<file path="src/rtl/bcp_engine.sv">
// bcp_engine: boolean-constraint-propagation datapath fed with clause indices by the solver control FSM.
// Define BCP_STATS_EN to add wrapping 16-bit clause/implication/conflict statistics outputs.
`ifndef MAX_VARS_BITS
`define MAX_VARS_BITS 8
`endif
`ifndef MAX_CLAUSES_BITS
`define MAX_CLAUSES_BITS 8
`endif

module bcp_engine #(
  parameter int LITS       = 3,
  parameter int FIFO_DEPTH = 4,
  parameter int VB         = `MAX_VARS_BITS,
  parameter int CB         = `MAX_CLAUSES_BITS
) (
  input  logic                   clock,
  input  logic                   reset_n,
  input  logic                   reset_bcp,
  input  logic                   bcp_en,
  input  logic [CB-1:0]          bcp_clause_idx,
  output logic                   bcp_busy,
  output logic                   conflict,
  output logic                   bcp_overflow,
  output logic                   cdb_read,
  output logic [CB-1:0]          cdb_addr,
  input  logic [LITS*(VB+2)-1:0] cdb_lits,
  output logic                   vs_read,
  output logic [VB-1:0]          vs_var,
  input  logic                   vs_val,
  input  logic                   vs_unassign,
  output logic                   push_imply,
  output logic [VB-1:0]          var_in_imply,
  output logic                   val_in_imply,
  output logic                   type_in_imply,
  input  logic                   full_imply
`ifdef BCP_STATS_EN
  ,
  output logic [15:0]            stat_clauses,
  output logic [15:0]            stat_implies,
  output logic [15:0]            stat_conflicts
`endif
);

  localparam int LW = VB + 2;
  localparam int AW = $clog2(FIFO_DEPTH);
  localparam int KW = (LITS > 1) ? $clog2(LITS) : 1;

  typedef enum logic [2:0] {
    S_IDLE,
    S_CL_WAIT,
    S_LIT_REQ,
    S_LIT_WAIT,
    S_RESOLVE,
    S_IMPLY
  } state_t;

  state_t state_q, state_d;

  // Request FIFO; pointers carry an extra wrap bit to tell full from empty.
  logic [CB-1:0] fifo_mem [FIFO_DEPTH];
  logic [AW:0]   wr_ptr, rd_ptr;
  logic          fifo_empty, fifo_full, fifo_push, fifo_pop, fifo_flush;

  logic [LITS*LW-1:0] lits_q;
  logic [KW-1:0]      k_q;
  logic [1:0]         ucnt_q;
  logic [VB-1:0]      unit_var_q;
  logic               unit_neg_q;

  logic [LW-1:0] slot;
  logic          slot_valid, slot_neg, last_slot, lit_true;
  logic [VB-1:0] slot_var;
  logic          conflict_set, clause_done;

  assign fifo_empty = (wr_ptr == rd_ptr);
  assign fifo_full  = (wr_ptr[AW] != rd_ptr[AW]) && (wr_ptr[AW-1:0] == rd_ptr[AW-1:0]);

  assign slot       = lits_q[int'(k_q)*LW +: LW];
  assign slot_valid = slot[LW-1];
  assign slot_neg   = slot[LW-2];
  assign slot_var   = slot[VB-1:0];
  assign last_slot  = (k_q == KW'(LITS-1));
  assign lit_true   = !vs_unassign && (vs_val ^ slot_neg);

  // NOTE: every signal written here gets a default first so no latch is inferred.
  always_comb begin
    state_d      = state_q;
    fifo_pop     = 1'b0;
    cdb_read     = 1'b0;
    vs_read      = 1'b0;
    push_imply   = 1'b0;
    conflict_set = 1'b0;
    clause_done  = 1'b0;
    unique case (state_q)
      S_IDLE: begin
        if (!fifo_empty && !conflict) begin
          fifo_pop = 1'b1;
          cdb_read = 1'b1;
          state_d  = S_CL_WAIT;
        end
      end
      S_CL_WAIT: state_d = S_LIT_REQ;
      S_LIT_REQ: begin
        if (slot_valid) begin
          vs_read = 1'b1;
          state_d = S_LIT_WAIT;
        end else if (last_slot) begin
          state_d = S_RESOLVE;
        end
      end
      S_LIT_WAIT: begin
        if (lit_true) begin
          clause_done = 1'b1;
          state_d     = S_IDLE;
        end else begin
          state_d = last_slot ? S_RESOLVE : S_LIT_REQ;
        end
      end
      S_RESOLVE: begin
        clause_done = 1'b1;
        if (ucnt_q == 2'd0) begin
          conflict_set = 1'b1;
          state_d      = S_IDLE;
        end else if (ucnt_q == 2'd1) begin
          state_d = S_IMPLY;
        end else begin
          state_d = S_IDLE;
        end
      end
      S_IMPLY: begin
        if (!full_imply) begin
          push_imply = 1'b1;
          state_d    = S_IDLE;
        end
      end
      default: state_d = S_IDLE;
    endcase
    // A flush request beats anything the FSM was about to do, including a pending push.
    if (reset_bcp) begin
      state_d      = S_IDLE;
      fifo_pop     = 1'b0;
      cdb_read     = 1'b0;
      vs_read      = 1'b0;
      push_imply   = 1'b0;
      conflict_set = 1'b0;
      clause_done  = 1'b0;
    end
  end

  assign fifo_push  = bcp_en && !conflict && !reset_bcp && (!fifo_full || fifo_pop);
  assign fifo_flush = reset_bcp || conflict_set;

  assign cdb_addr      = cdb_read ? fifo_mem[rd_ptr[AW-1:0]] : '0;
  assign vs_var        = vs_read ? slot_var : '0;
  assign var_in_imply  = unit_var_q;
  assign val_in_imply  = ~unit_neg_q;
  assign type_in_imply = 1'b1;
  assign bcp_busy      = !fifo_empty || (state_q != S_IDLE) || bcp_en;

  // NOTE: state registers use non-blocking assignments so every flop samples pre-edge values.
  always_ff @(posedge clock or negedge reset_n) begin
    if (!reset_n) state_q <= S_IDLE;
    else          state_q <= state_d;
  end

  always_ff @(posedge clock or negedge reset_n) begin
    if (!reset_n) begin
      wr_ptr <= '0;
      rd_ptr <= '0;
    end else if (fifo_flush) begin
      wr_ptr <= '0;
      rd_ptr <= '0;
    end else begin
      if (fifo_push) wr_ptr <= wr_ptr + 1'b1;
      if (fifo_pop)  rd_ptr <= rd_ptr + 1'b1;
    end
  end

  // NOTE: storage is not reset; the pointers alone define which entries are meaningful.
  always_ff @(posedge clock) begin
    if (fifo_push) fifo_mem[wr_ptr[AW-1:0]] <= bcp_clause_idx;
  end

  always_ff @(posedge clock or negedge reset_n) begin
    if (!reset_n) begin
      conflict     <= 1'b0;
      bcp_overflow <= 1'b0;
    end else begin
      if (reset_bcp)         conflict <= 1'b0;
      else if (conflict_set) conflict <= 1'b1;
      if (bcp_en && !conflict && !reset_bcp && fifo_full && !fifo_pop) bcp_overflow <= 1'b1;
    end
  end

  always_ff @(posedge clock or negedge reset_n) begin
    if (!reset_n) begin
      lits_q     <= '0;
      k_q        <= '0;
      ucnt_q     <= '0;
      unit_var_q <= '0;
      unit_neg_q <= 1'b0;
    end else begin
      unique case (state_q)
        S_CL_WAIT: begin
          lits_q <= cdb_lits;
          k_q    <= '0;
          ucnt_q <= '0;
        end
        S_LIT_REQ: if (!slot_valid && !last_slot) k_q <= k_q + KW'(1);
        S_LIT_WAIT: begin
          if (vs_unassign) begin
            if (ucnt_q == 2'd0) begin
              unit_var_q <= slot_var;
              unit_neg_q <= slot_neg;
            end
            if (ucnt_q != 2'd2) ucnt_q <= ucnt_q + 2'd1;
          end
          if (!lit_true && !last_slot) k_q <= k_q + KW'(1);
        end
        default: ;
      endcase
    end
  end

`ifdef BCP_STATS_EN
  always_ff @(posedge clock or negedge reset_n) begin
    if (!reset_n) begin
      stat_clauses   <= '0;
      stat_implies   <= '0;
      stat_conflicts <= '0;
    end else begin
      if (clause_done)  stat_clauses   <= stat_clauses + 16'd1;
      if (push_imply)   stat_implies   <= stat_implies + 16'd1;
      if (conflict_set) stat_conflicts <= stat_conflicts + 16'd1;
    end
  end
`endif

endmodule

</file>
<file path="config.mk">
export PLATFORM = sky130hd
export DESIGN_NAME = bcp_engine
export DESIGN_NICKNAME = d
export VERILOG_FILES = /design/src/rtl/bcp_engine.sv
export SDC_FILE = /design/constraint.sdc
export NUM_CORES = 1
export LEC_CHECK = 0
export ABC_AREA = 1
export CORE_ASPECT_RATIO = 1.1
export CORE_MARGIN = 1
export CORE_UTILIZATION = 35
export DETAILED_ROUTE_END_ITERATION = 8
export HOLD_SLACK_MARGIN = 0.08
export PLACE_DENSITY = 0.7
export SYNTH_ARGS = -nofsm -noshare
export SYNTH_HDL_FRONTEND = slang
export SYNTH_SLANG_ARGS = --single-unit
</file>
<file path="constraint.sdc">
create_clock -name clock -period 2.55 [get_ports clock]
set_input_delay 0.51 -clock clock [delete_from_list [all_inputs] [get_ports clock]]
set_output_delay 0.51 -clock clock [all_outputs]
set_load 0.005 [all_outputs]
</file>
### After elaboration in Yosys (flattened, before gate mapping)

Memories as Yosys holds them, arrays and structs flattened.
Cells that the tools add are included.

| word-level totals | value |
|---|---|
| bits in registers | 54 |
| memory bits (writable) | 32 |
| input bits | 45 |
| output and inout bits | 32 |
| logic and storage cells | 110 |
| memories | 1 |

Memories:

| memory | depth | width | rd ports | clocked after memory_dff | write ports | RTL line | RTL |
|---|---|---|---|---|---|---|---|
| fifo_mem | 4 | 8 | 1 | 0 | 1 | 60 | `logic [CB-1:0] fifo_mem [FIFO_DEPTH];` |

| operators by class | value |
|---|---|
| $add $sub $neg | 4 |
| $mul | 1 |
| eq/ne operators | 18 |
| shift-type cells | 1 |
| mux-type cells | 38 |
| bitwise logic cells | 2 |
| reductions and logical operators | 35 |

Operator list:

| kind | count |
|---|---|
| two-way mux 3 bit | 13 |
| variable part select 30 x 7 -> 10 bit | 1 |
| one-hot mux 3 bit (6 select lines) | 1 |
| two-way mux 1 bit | 16 |
| two-way mux 8 bit | 2 |
| AND reduction 3 bit | 4 |
| logical AND 1 bit | 10 |
| != test 2 bit (second input constant) | 5 |
| zero test 1 bit | 9 |
| two-way mux 2 bit | 4 |
| nonzero test 2 bit | 4 |
| adder 3 x 1 -> 3 bit (second input constant) | 2 |
| == test 3 x 2 -> 1 bit (second input constant) | 2 |
| == test 3 bit (second input constant) | 2 |
| != test 3 bit (second input constant) | 2 |
| one-hot mux 2 bit (3 select lines) | 1 |
| nonzero test 3 bit | 2 |
| multiplier 2 x 3 -> 5 bit (second input constant) | 1 |
| adder 2 x 1 -> 2 bit (second input constant) | 2 |
| logical OR 1 bit | 4 |
| != test 4 bit (second input constant) | 1 |
| one-hot mux 2 bit (2 select lines) | 1 |
| == test 3 x 1 -> 1 bit (second input constant) | 1 |
| == test 3 bit | 1 |
| other kinds (8) | 8 |

### Logic depth before layout (Yosys ltp)

Gate-level depths: netlist of the first run.

| depth | value |
|---|---|
| depth in word-level cells | 10 |
| mapped depth | 12 |
| depth with buffers taken out | 11 |

### Worst setup path before layout of the first run

No wires, ideal clock.

| timing path | value |
|---|---|
| path type | register to register |
| start point | reg state_q[1] |
| end point | mem fifo_mem[0][0] (netlist name), enable pin |
| library setup time | 371 ps |
| arrival time | 1464 ps |
| required time | 2179 ps |
| slack | 716 ps |
| stages on the path, launching flop included | 8 |
| buffers on the path | 0 |
| period minus slack after synthesis | 1834 ps |
| path through | dfrtp_1 -> nor2_2 -> nand2_2 -> nor3_2 -> nand2_2 -> nand2_2 -> nand2_4 -> nor2_1 |

| on the way | value |
|---|---|
| longest elaborated chain between the ends | 7 |

Ends and longest elaborated chain:

| element | RTL line | RTL |
|---|---|---|
| start: declaration | 57 | `state_t state_q, state_d;` |
| start signal: assignment | 163 | `else state_q <= state_d;` |
| zero test 3 bit | 94 | `unique case (state_q)` |
| two-way mux 1 bit | 94 |  |
| two-way mux 1 bit | 139 | `if (reset_bcp) begin` |
| logical OR 1 bit | 150 | `assign fifo_push = bcp_en && !conflict && !reset_bcp && (!fifo_full \|\| fifo_pop);` |
| logical AND 1 bit | 150 |  |
| two-way mux 1 bit | 181 | `if (fifo_push) fifo_mem[wr_ptr[AW-1:0]] <= bcp_clause_idx;` |
| two-way mux 1 bit (not written as such) | 181 |  |
| end: declaration | 60 |  |

No other way between the ends.

### Worst setup path in the final report of the first run

| timing path | value |
|---|---|
| start point | reg state_q[1] |
| end point | out cdb_addr[5] |

| on the way | value |
|---|---|
| longest elaborated chain between the ends | 4 |

Ends and longest elaborated chain:

| element | RTL line | RTL |
|---|---|---|
| zero test 3 bit | 94 |  |
| two-way mux 1 bit | 94 |  |
| two-way mux 1 bit | 139 |  |
| two-way mux 8 bit | 153 | `assign cdb_addr = cdb_read ? fifo_mem[rd_ptr[AW-1:0]] : '0;` |
| end: declaration | 25 | `output logic [CB-1:0] cdb_addr,` |

No other way between the ends.

==> metrics.txt, run 1 <==
max_cap viols=0; Chip Height=between 100 and 150 um; #FFs+latches synth=86; # DRC=0; die area=0.0120 mm^2; die width=104 um; CP Max Fanout=5; detailed-placement wirelength estimate=6.58 mm; highest clock rate=a little under 400 MHz; HP Class=flip-flop to flip-flop; top sig layer=met4; worst-margin pin slew=about 0.56 ns; worst-skew pair later-pin latency=0.34 ns; combinational share of power=0.391; post-place instance area=~0.0050 mm^2; CP Capture Point=cdb_addr[5]; Worst Skew=about 0.0064 ns; share of cells above drive strength 1=0.159; commonest non-fill, non-tap cell in the layout=nand2_1; vias=around 3400; Final Critical Period=between 2 and 3 ns; drt first-iter violations=between 150 and 200; CP most frequent cell=nand2_4; commonest non-fill, non-tap cells in the layout=136 x nand2_1, 62 x nor2_1, 58 x clkdlybuf4s50_1; pwr dens=between 900 and 1000 mW/mm^2; Antenna Nets Post-Route=0; # rows=40; critical path class=flip-flop to output port; final worst slack=-0.00900 ns; CTS tree=done; Cell Int Power=3360 uW; Yosys cell types=31; Setup TNS Final=-0.00900 ns; Met3 Wirelength=between 500 and 600 um; Reg clk slew, reported paths=0.06 ns; Req. time, crit path=around 2.0 ns; largest net degree at the start of global routing=35; Routed wire per std cell=around 14 um; switching part of the total=0.360; yosys warns=0; crit end category=output port; unrepaired setup endpoints after global routing=yes; slowest stage delay, CP=approximately 0.50 ns; Psw=roughly 1900 uW; Most used DFF post-synth=dfrtp_1; post-synthesis net count=~500; GP Congestion=a little over 0.8; syn_area_per_cell=between 8 and 9 um^2; Core ar.=about 0.011 mm^2; Slew headroom=0.627; clock tree buffer depth=2; RR Startpoint=state_q[1]; grt ovf=0; clock root buffer=clkbuf_16; TritonCTS sink count=86; Clk pwr share=0.228; first-pass GRT wire length=15.6 mm; Register-to-Register Setup Slack=approximately 0.28 ns; Initial Util=0.365; period utilization=1.00; Mapped Area=between 0.004 and 0.005 mm^2; layout net count=approximately 610; Flop pwr share=0.381; # setup viols final=1; Worst path slowest cell=clkdlybuf4s50_1; worst path cell trace=nor2_4 > nand2_4 > nor3_4 > buf_6 > nand2_4 > a21oi_2 > clkdlybuf4s50_1; Cells after Synth=approximately 450; I/O Buffers=75; post-synthesis sequential area ratio=0.572; CP arrival=about 2.1 ns; leak pwr=approximately 0.0026 uW; vias in the first global route=approximately 3300; ANT cells=0; Finished Cell Area=approximately 0.0055 mm^2; antenna violations before repair=0; first-pass detailed-route iteration total=4; worst r2r path cells=12; pre-CTS setup slack=-0.0242 ns; CP Launch Type=flip-flop; VDD IR max=464 uV; status=complete, but fails checks; Area Overhead vs Synth=36.5%; routed length on met2=approximately 4.7 mm; failing checks=negative setup slack; Routed WL=about 10 mm; Max Slew Vio Count=0; Worst Setup SP=state_q[1]; async set-or-reset flop fraction in the synthesized netlist=0.628; all-layer global routing usage=0.166; final hold viol count=0; number of synthesized flops with an enable pin=32; M1 WL=~4.3 mm; num ports=between 70 and 80; Reg-to-Reg End=fifo_mem[1][7]; H-tree Lvls=3; Via density=approximately 4.8; Num CTS Buffers=9
## stage by stage
step / utilization / std cells / hold slack (ns) / power, uW
finish: 0.499 / 712 / 0.475 / 5260
global route: 0.499 / 712 / 0.489 / 5630
CTS: 0.486 / 703 / 0.477 / 5110
detailed placement: 0.453 / 677 / 0.422 / 3780
global placement: 0.453 / 677 / 0.421 / 3730
floorplan: - / 453 / 0.214 / 3130
## worst max-delay path: cells and delay by family, from the launching register on
| kind | cells | cell delay, ns |
|---|---|---|
| flip-flops | 1 | 0.45 |
| AO/OA/AOI/OAI | 1 | 0.12 |
| buffers and inverters | 2 | 0.64 |
| AND/OR/NAND/NOR | 4 | 0.51 |
## repair_timing
item,4_1_cts,5_1_grt
endpoints found under the hold margin,13,0
pin swaps,3,5
endpoints found under the setup margin,18,13
resized for setup,20,22
setup buffers,8,9
cloned,1,0
hold buffers,1,0
## cell type report
class / instances / area (um^2)
fillers: 1030 / 5540
flip-flops and latches: 86 / 2320
multi-input cells: 319 / 1590
repair buffers: 110 / 1020
clock buffers: 9 / 225
well taps: 147 / 184
inverters: 34 / 138
clock inverters: 7 / 50.0
## cells in the mapped netlist, types with 2 or more instances
library cell,n,area (um^2)
a21oi_1,15,75.1
nor2_1,63,236
a2bb2oi_1,8,70.1
edfxtp_1,32,961
nand4_1,3,18.8
clkbuf_1,4,15.0
inv_4,3,18.8
nor2_2,3,18.8
nand2_2,5,31.3
inv_2,7,26.3
nand2_1,139,522
inv_1,24,90.1
nand3_1,19,95.1
buf_4,5,37.5
dfrtp_1,54,1350
o21ai_0,30,150
nor3_2,2,20.0
o21ai_1,12,60.1
buf_2,5,25.0
ha_1,9,113
## power groups by stage
| stage | clock network (uW) | logic, uW | registers [uW] |
|---|---|---|---|
| 6_report | 1200 | 2050 | 2000 |
| 5_1_grt | 1290 | 2290 | 2050 |
| 4_1_cts | 1230 | 1880 | 2000 |
| 3_5_place_dp | 0 | 1760 | 2020 |
| 3_3_place_gp | 0 | 1720 | 2010 |
| 2_1_floorplan | 0 | 1160 | 1960 |
## logic make-up after synthesis
logic type,synth area share
AND/OR/NAND/NOR,0.246
buffers and inverters,0.0554
flip-flops,0.572
XOR/XNOR,0.00619
other,0.000928
AO/OA/AOI/OAI,0.0916
adder cells (fa/ha/maj),0.0279
## registers in the layout (all words and copies together) (netlist names)
name,cells
wr_ptr,3
ucnt_q,2
state_q,3
unit_neg_q,1
conflict,1
fifo_mem,32
rd_ptr,3
lits_q,30
bcp_overflow,1
var_in_imply,8
k_q,2
## routing by layer
metal / GRT usage / vias to the layer above
li1: - / 1693
met1: 0.216 / 1569
met2: 0.274 / 114
met3: 0.0313 / 17
met4: 0.0676 / 0
met5: 0 / -
## worst min path at each step
stage,from,end,slack [ns],cells past startpoint
2_1_floorplan,reset_n,bcp_overflow,0.21,0
3_3_place_gp,reset_n,lits_q[10],0.42,1
3_5_place_dp,reset_n,lits_q[25],0.42,1
4_1_cts,lits_q[0],lits_q[0],0.48,2
5_1_grt,lits_q[0],lits_q[0],0.49,2
6_report,lits_q[0],lits_q[0],0.48,2
No activity file was read; power rests on OpenSTA's default activity.
==> run 2: changes to the inputs <==
CTS_CLUSTER_DIAMETER = 30   (was not set)
GPL_ROUTABILITY_DRIVEN = 0   (was not set)
SETUP_SLACK_MARGIN = 0.2   (was not set)
==> metrics.txt, run 2 (same netlist as run 1, synthesis figures left out) <==
status=completed; CP Launch Type=flip-flop; Area Overhead vs Synth=41.7%; Initial Util=0.365; commonest non-fill, non-tap cells in the layout=134 x nand2_1, 60 x nor2_1, 53 x clkdlybuf4s50_1; Via density=between 4 and 5; max FFs per register=32; VDD IR max=around 470 uV; # DRC=0; Register-to-Register Setup Slack=roughly 0.36 ns; ANT cells=0; highest clock rate=roughly 430 MHz; Post-Layout Cell Count=between 700 and 800; CTS tree=done; all-layer global routing usage=0.172; unrepaired setup endpoints after global routing=yes; num ports=between 70 and 80; Routed wire per std cell=about 14 um; clock root buffer=clkbuf_16; die area=between 0.01 and 0.015 mm^2; # setup viols final=0; Worst path slowest cell=dfrtp_2; HP Class=flip-flop to flip-flop; grt ovf=0; antenna violations before repair=0; crit end category=output port; Chip Height=roughly 110 um; Req. time, crit path=2.04 ns; Num CTS Buffers=9; top sig layer=met4; first-pass detailed-route iteration total=4; Reg clk slew, reported paths=approximately 0.060 ns; Setup TNS Final=0 ns; CP arrival=approximately 1.8 ns; Slew headroom=0.627; Routed WL=10.2 mm; worst-skew pair later-pin latency=~0.33 ns; I/O Buffers=between 70 and 80; die width=between 100 and 150 um; TritonCTS sink count=between 80 and 90; slowest stage delay, CP=0.46 ns; Max Slew Vio Count=0; final hold viol count=0; register area=roughly 0.0023 mm^2; period utilization=0.906; critical path depth in cells=9; worst path cell trace=nor2_1 > nor2_1 > nand2_1 > nand2_1 > nand2_2 > nor2_4 > buf_4 > buf_4 > dlygate4sd2_1; Final Critical Period=~2.3 ns; Worst Skew=about 0.0076 ns; share of cells above drive strength 1=0.222; fill cell count=987; Antenna Nets Post-Route=0; pwr dens=967 mW/mm^2; clock tree buffer depth=2; H-tree Lvls=3; multi-input logic area=roughly 0.0017 mm^2; leak pwr=about 0.0027 uW; worst r2r path cells=12; worst hold margin=between 0.4 and 0.5 ns; layout net count=631; first-pass GRT wire length=16.1 mm; Core ar.=0.0111 mm^2; worst-margin pin slew=roughly 0.56 ns; drt first-iter violations=around 170; detailed-placement wirelength estimate=~6.6 mm; max_cap viols=0; Met3 Wirelength=roughly 490 um; CP bufs+invs=3; largest net degree at the start of global routing=35; vias in the first global route=approximately 3400; # rows=40; Crit path max-delay family=simple AND/OR/NAND/NOR gates; commonest non-fill, non-tap cell in the layout=nand2_1; routed length on met2=roughly 5.0 mm; critical path class=flip-flop to output port; M1 WL=approximately 4.5 mm; cell depth of the worst hold path=2; vias=3459; Placed Instances=slightly below 700; CP Max Fanout=4
run 2: final timing paths:
path | endpoint | from
worst max-delay path | vs_read | k_q[0]
worst min-delay path | lits_q[4] | lits_q[4]
worst max register to register | fifo_mem[1][7] | state_q[1]
worst min register to register | lits_q[4] | lits_q[4]
max in group asynchronous | k_q[0] | reset_n
min in group asynchronous | lits_q[25] | reset_n
run 2: layout make-up:
| type | instances | area share |
|---|---|---|
| inverter | 34 | 0.0245 |
| clock inverter | 7 | 0.00874 |
| tap | 147 | 0.0321 |
| multi-input combinational | 319 | 0.291 |
| clock buffer | 9 | 0.0393 |
| timing repair buffer | 127 | 0.200 |
| sequential | 86 | 0.405 |
run 2: routing by layer:
metal  up-vias  GRT usage
met5         -          0
met2       113      0.291
li1       1725          -
met4         0     0.0724
met3        20     0.0341
met1      1601      0.216
run 2: tightest hold or removal path, stage by stage, from the launching register on:
cell and delay (ns):
dfrtp_1 0.34, nand2_1 0.06, nand2_1 0.05
run 2: repair_timing:
| item | in CTS | in global routing |
|---|---|---|
| hold buffers | 1 | 0 |
| cloned | 1 | 0 |
| setup buffers | 25 | 9 |
| resized for setup | 36 | 63 |
| hold endpoints to repair | 13 | 0 |
| pin swaps | 10 | 12 |
| endpoints found under the setup margin | 20 | 18 |
run 2: metrics by stage:
| step | util | worst slack, ns | cell area, um^2 | total power [uW] |
|---|---|---|---|---|
| after global routing | 0.518 | 0.110 | 5730 | 5920 |
| after CTS | 0.501 | 0.0167 | 5540 | 5280 |
| after detailed placement | 0.453 | -0.0242 | 5010 | 3780 |
| after global placement | 0.453 | 0.0182 | 5010 | 3730 |
| final | 0.518 | 0.239 | 5730 | 5540 |
| after floorplan | - | 0.716 | 4040 | 3130 |
run 2: report_power, final:
| part | internal (uW) | total [uW] | switching [uW] |
|---|---|---|---|
| clock | 661 | 1200 | 535 |
| sequential | 1790 | 2020 | 228 |
| combinational | 1080 | 2320 | 1240 |
==> run 3: changes to the inputs <==
CORE_ASPECT_RATIO = 0.8   (was 1.1)
MAX_ROUTING_LAYER = met4   (was not set)
==> metrics.txt, run 3 (same netlist as run 1, synthesis figures left out) <==
critical path class=flip-flop to output port; vias=3492; Setup TNS Final=0 ns; fill cell count=between 1000 and 1500; combinational share of power=0.418; CP Max Fanout=9; Antenna Nets Post-Route=0; period utilization=0.956; CP arrival=approximately 1.9 ns; Placed Instances=around 670; cts hold-fix bufs=0; Initial Util=0.365; switching part of the total=0.356; Chip Height=98.1 um; unrepaired setup endpoints after global routing=yes; Worst path slowest cell=dfrtp_2; TritonCTS sink count=86; vias in the first global route=roughly 3600; Worst Skew=roughly 0.0094 ns; Routed wire per std cell=~14 um; antenna violations before repair=0; # DRC=0; detailed-placement wirelength estimate=between 6 and 7 mm; Slew headroom=0.648; commonest non-fill, non-tap cells in the layout=131 x nand2_1, 57 x nor2_1, 54 x clkdlybuf4s50_1; first-pass GRT wire length=~17 mm; highest clock rate=410 MHz; worst-skew pair later-pin latency=between 0.3 and 0.4 ns; Final Critical Period=~2.4 ns; CP bufs+invs=3; clock root buffer=clkbuf_16; Core ar.=0.0111 mm^2; max FFs per register=32; VDD IR max=between 400 and 500 uV; clock tree buffer depth=2; largest net degree at the start of global routing=35; slowest stage delay, CP=approximately 0.48 ns; layout net count=629; final hold viol count=0; Req. time, crit path=2.04 ns; num ports=77; Crit path max-delay family=buffers and inverters; I/O Buffers=75; Post-Layout Cell Count=roughly 720; Flop pwr share=0.355; # rows=34; drt first-iter violations=211; ANT cells=0; Via density=4.82; Clk pwr share=0.227; die area=around 0.012 mm^2; grt ovf=0; die width=around 120 um; pwr dens=around 1000 mW/mm^2; max_cap viols=0; all-layer global routing usage=0.190; first-pass detailed-route iteration total=5; Num CTS Buffers=9; CTS tree=done; share of cells above drive strength 1=0.219; Routed WL=slightly above 10 mm; Max Slew Vio Count=0; H-tree Lvls=3; Cell Int Power=3700 uW; crit end category=output port; worst-margin pin slew=approximately 0.53 ns; worst path cell trace=buf_4 > buf_6 > o21ai_0 > a2bb2oi_2 > nor2_1 > dlygate4sd2_1; leak pwr=around 0.0027 uW; Area Overhead vs Synth=41.3%; CP Launch Type=flip-flop; total power=~5700 uW; commonest non-fill, non-tap cell in the layout=nand2_1; HP Class=input pin to asynchronous set/reset pin; # setup viols final=0; Reg clk slew, reported paths=around 0.07 ns; Psw=2040 uW; status=completed
==> run 3: repair_timing <==
action,4_1_cts,5_1_grt
endpoints found under the setup margin,20,21
cloned,1,0
resized for setup,77,29
buffers inserted,30,3
pin swaps,15,13
==> run 3: worst paths after layout <==
check	slack [ns]	cells past startpoint	end	from
worst max register to register	0.14	20	state_q[0]	k_q[0]
worst min register to register	0.48	1	bcp_overflow	bcp_overflow
worst min-delay path	0.14	1	lits_q[11]	reset_n
min in group clock	0.48	1	bcp_overflow	bcp_overflow
worst max-delay path	0.11	6	vs_var[2]	k_q[0]
max in group asynchronous	1.72	2	state_q[1]	reset_n
==> run 3: layout make-up <==
type | count | area [um^2] | area share
inverter | 34 | 143 | 0.0250
timing repair buffer | 125 | 1130 | 0.197
tap | 144 | 180 | 0.0315
sequential | 86 | 2320 | 0.406
clock inverter | 6 | 67.6 | 0.0118
clock buffer | 10 | 229 | 0.0401
multi-input combinational | 319 | 1650 | 0.289
==> run 3: layer usage <==
layer | part of all wire | vias up | GRT usage
li1 | - | 1716 | -
met1 | 0.45 | 1671 | 0.244
met2 | 0.48 | 93 | 0.300
met3 | 0.054 | 12 | 0.0479
met4 | 0.011 | 0 | 0.0460
met5 | 0 | - | -
==> run 3: per-stage QoR <==
stage / hold WS [ns] / utilization / setup WS [ns] / area [um^2]
after CTS: 0.139 / 0.507 / 0.157 / 5610
after detailed placement: 0.460 / 0.453 / -0.0951 / 5010
after global placement: 0.462 / 0.453 / 0.0165 / 5010
final: 0.136 / 0.517 / 0.111 / 5710
after floorplan: 0.214 / - / 0.716 / 4040
after global routing: 0.163 / 0.517 / 0.0316 / 5710
==> run 3: power groups by stage <==
stage	Sequential (uW)	Clock (uW)	Combinational [uW]
after floorplan	1960	0	1160
after global placement	2010	0	1730
after detailed placement	2030	0	1780
after CTS	2010	1330	2240
after global routing	2070	1390	2650
final	2030	1300	2400
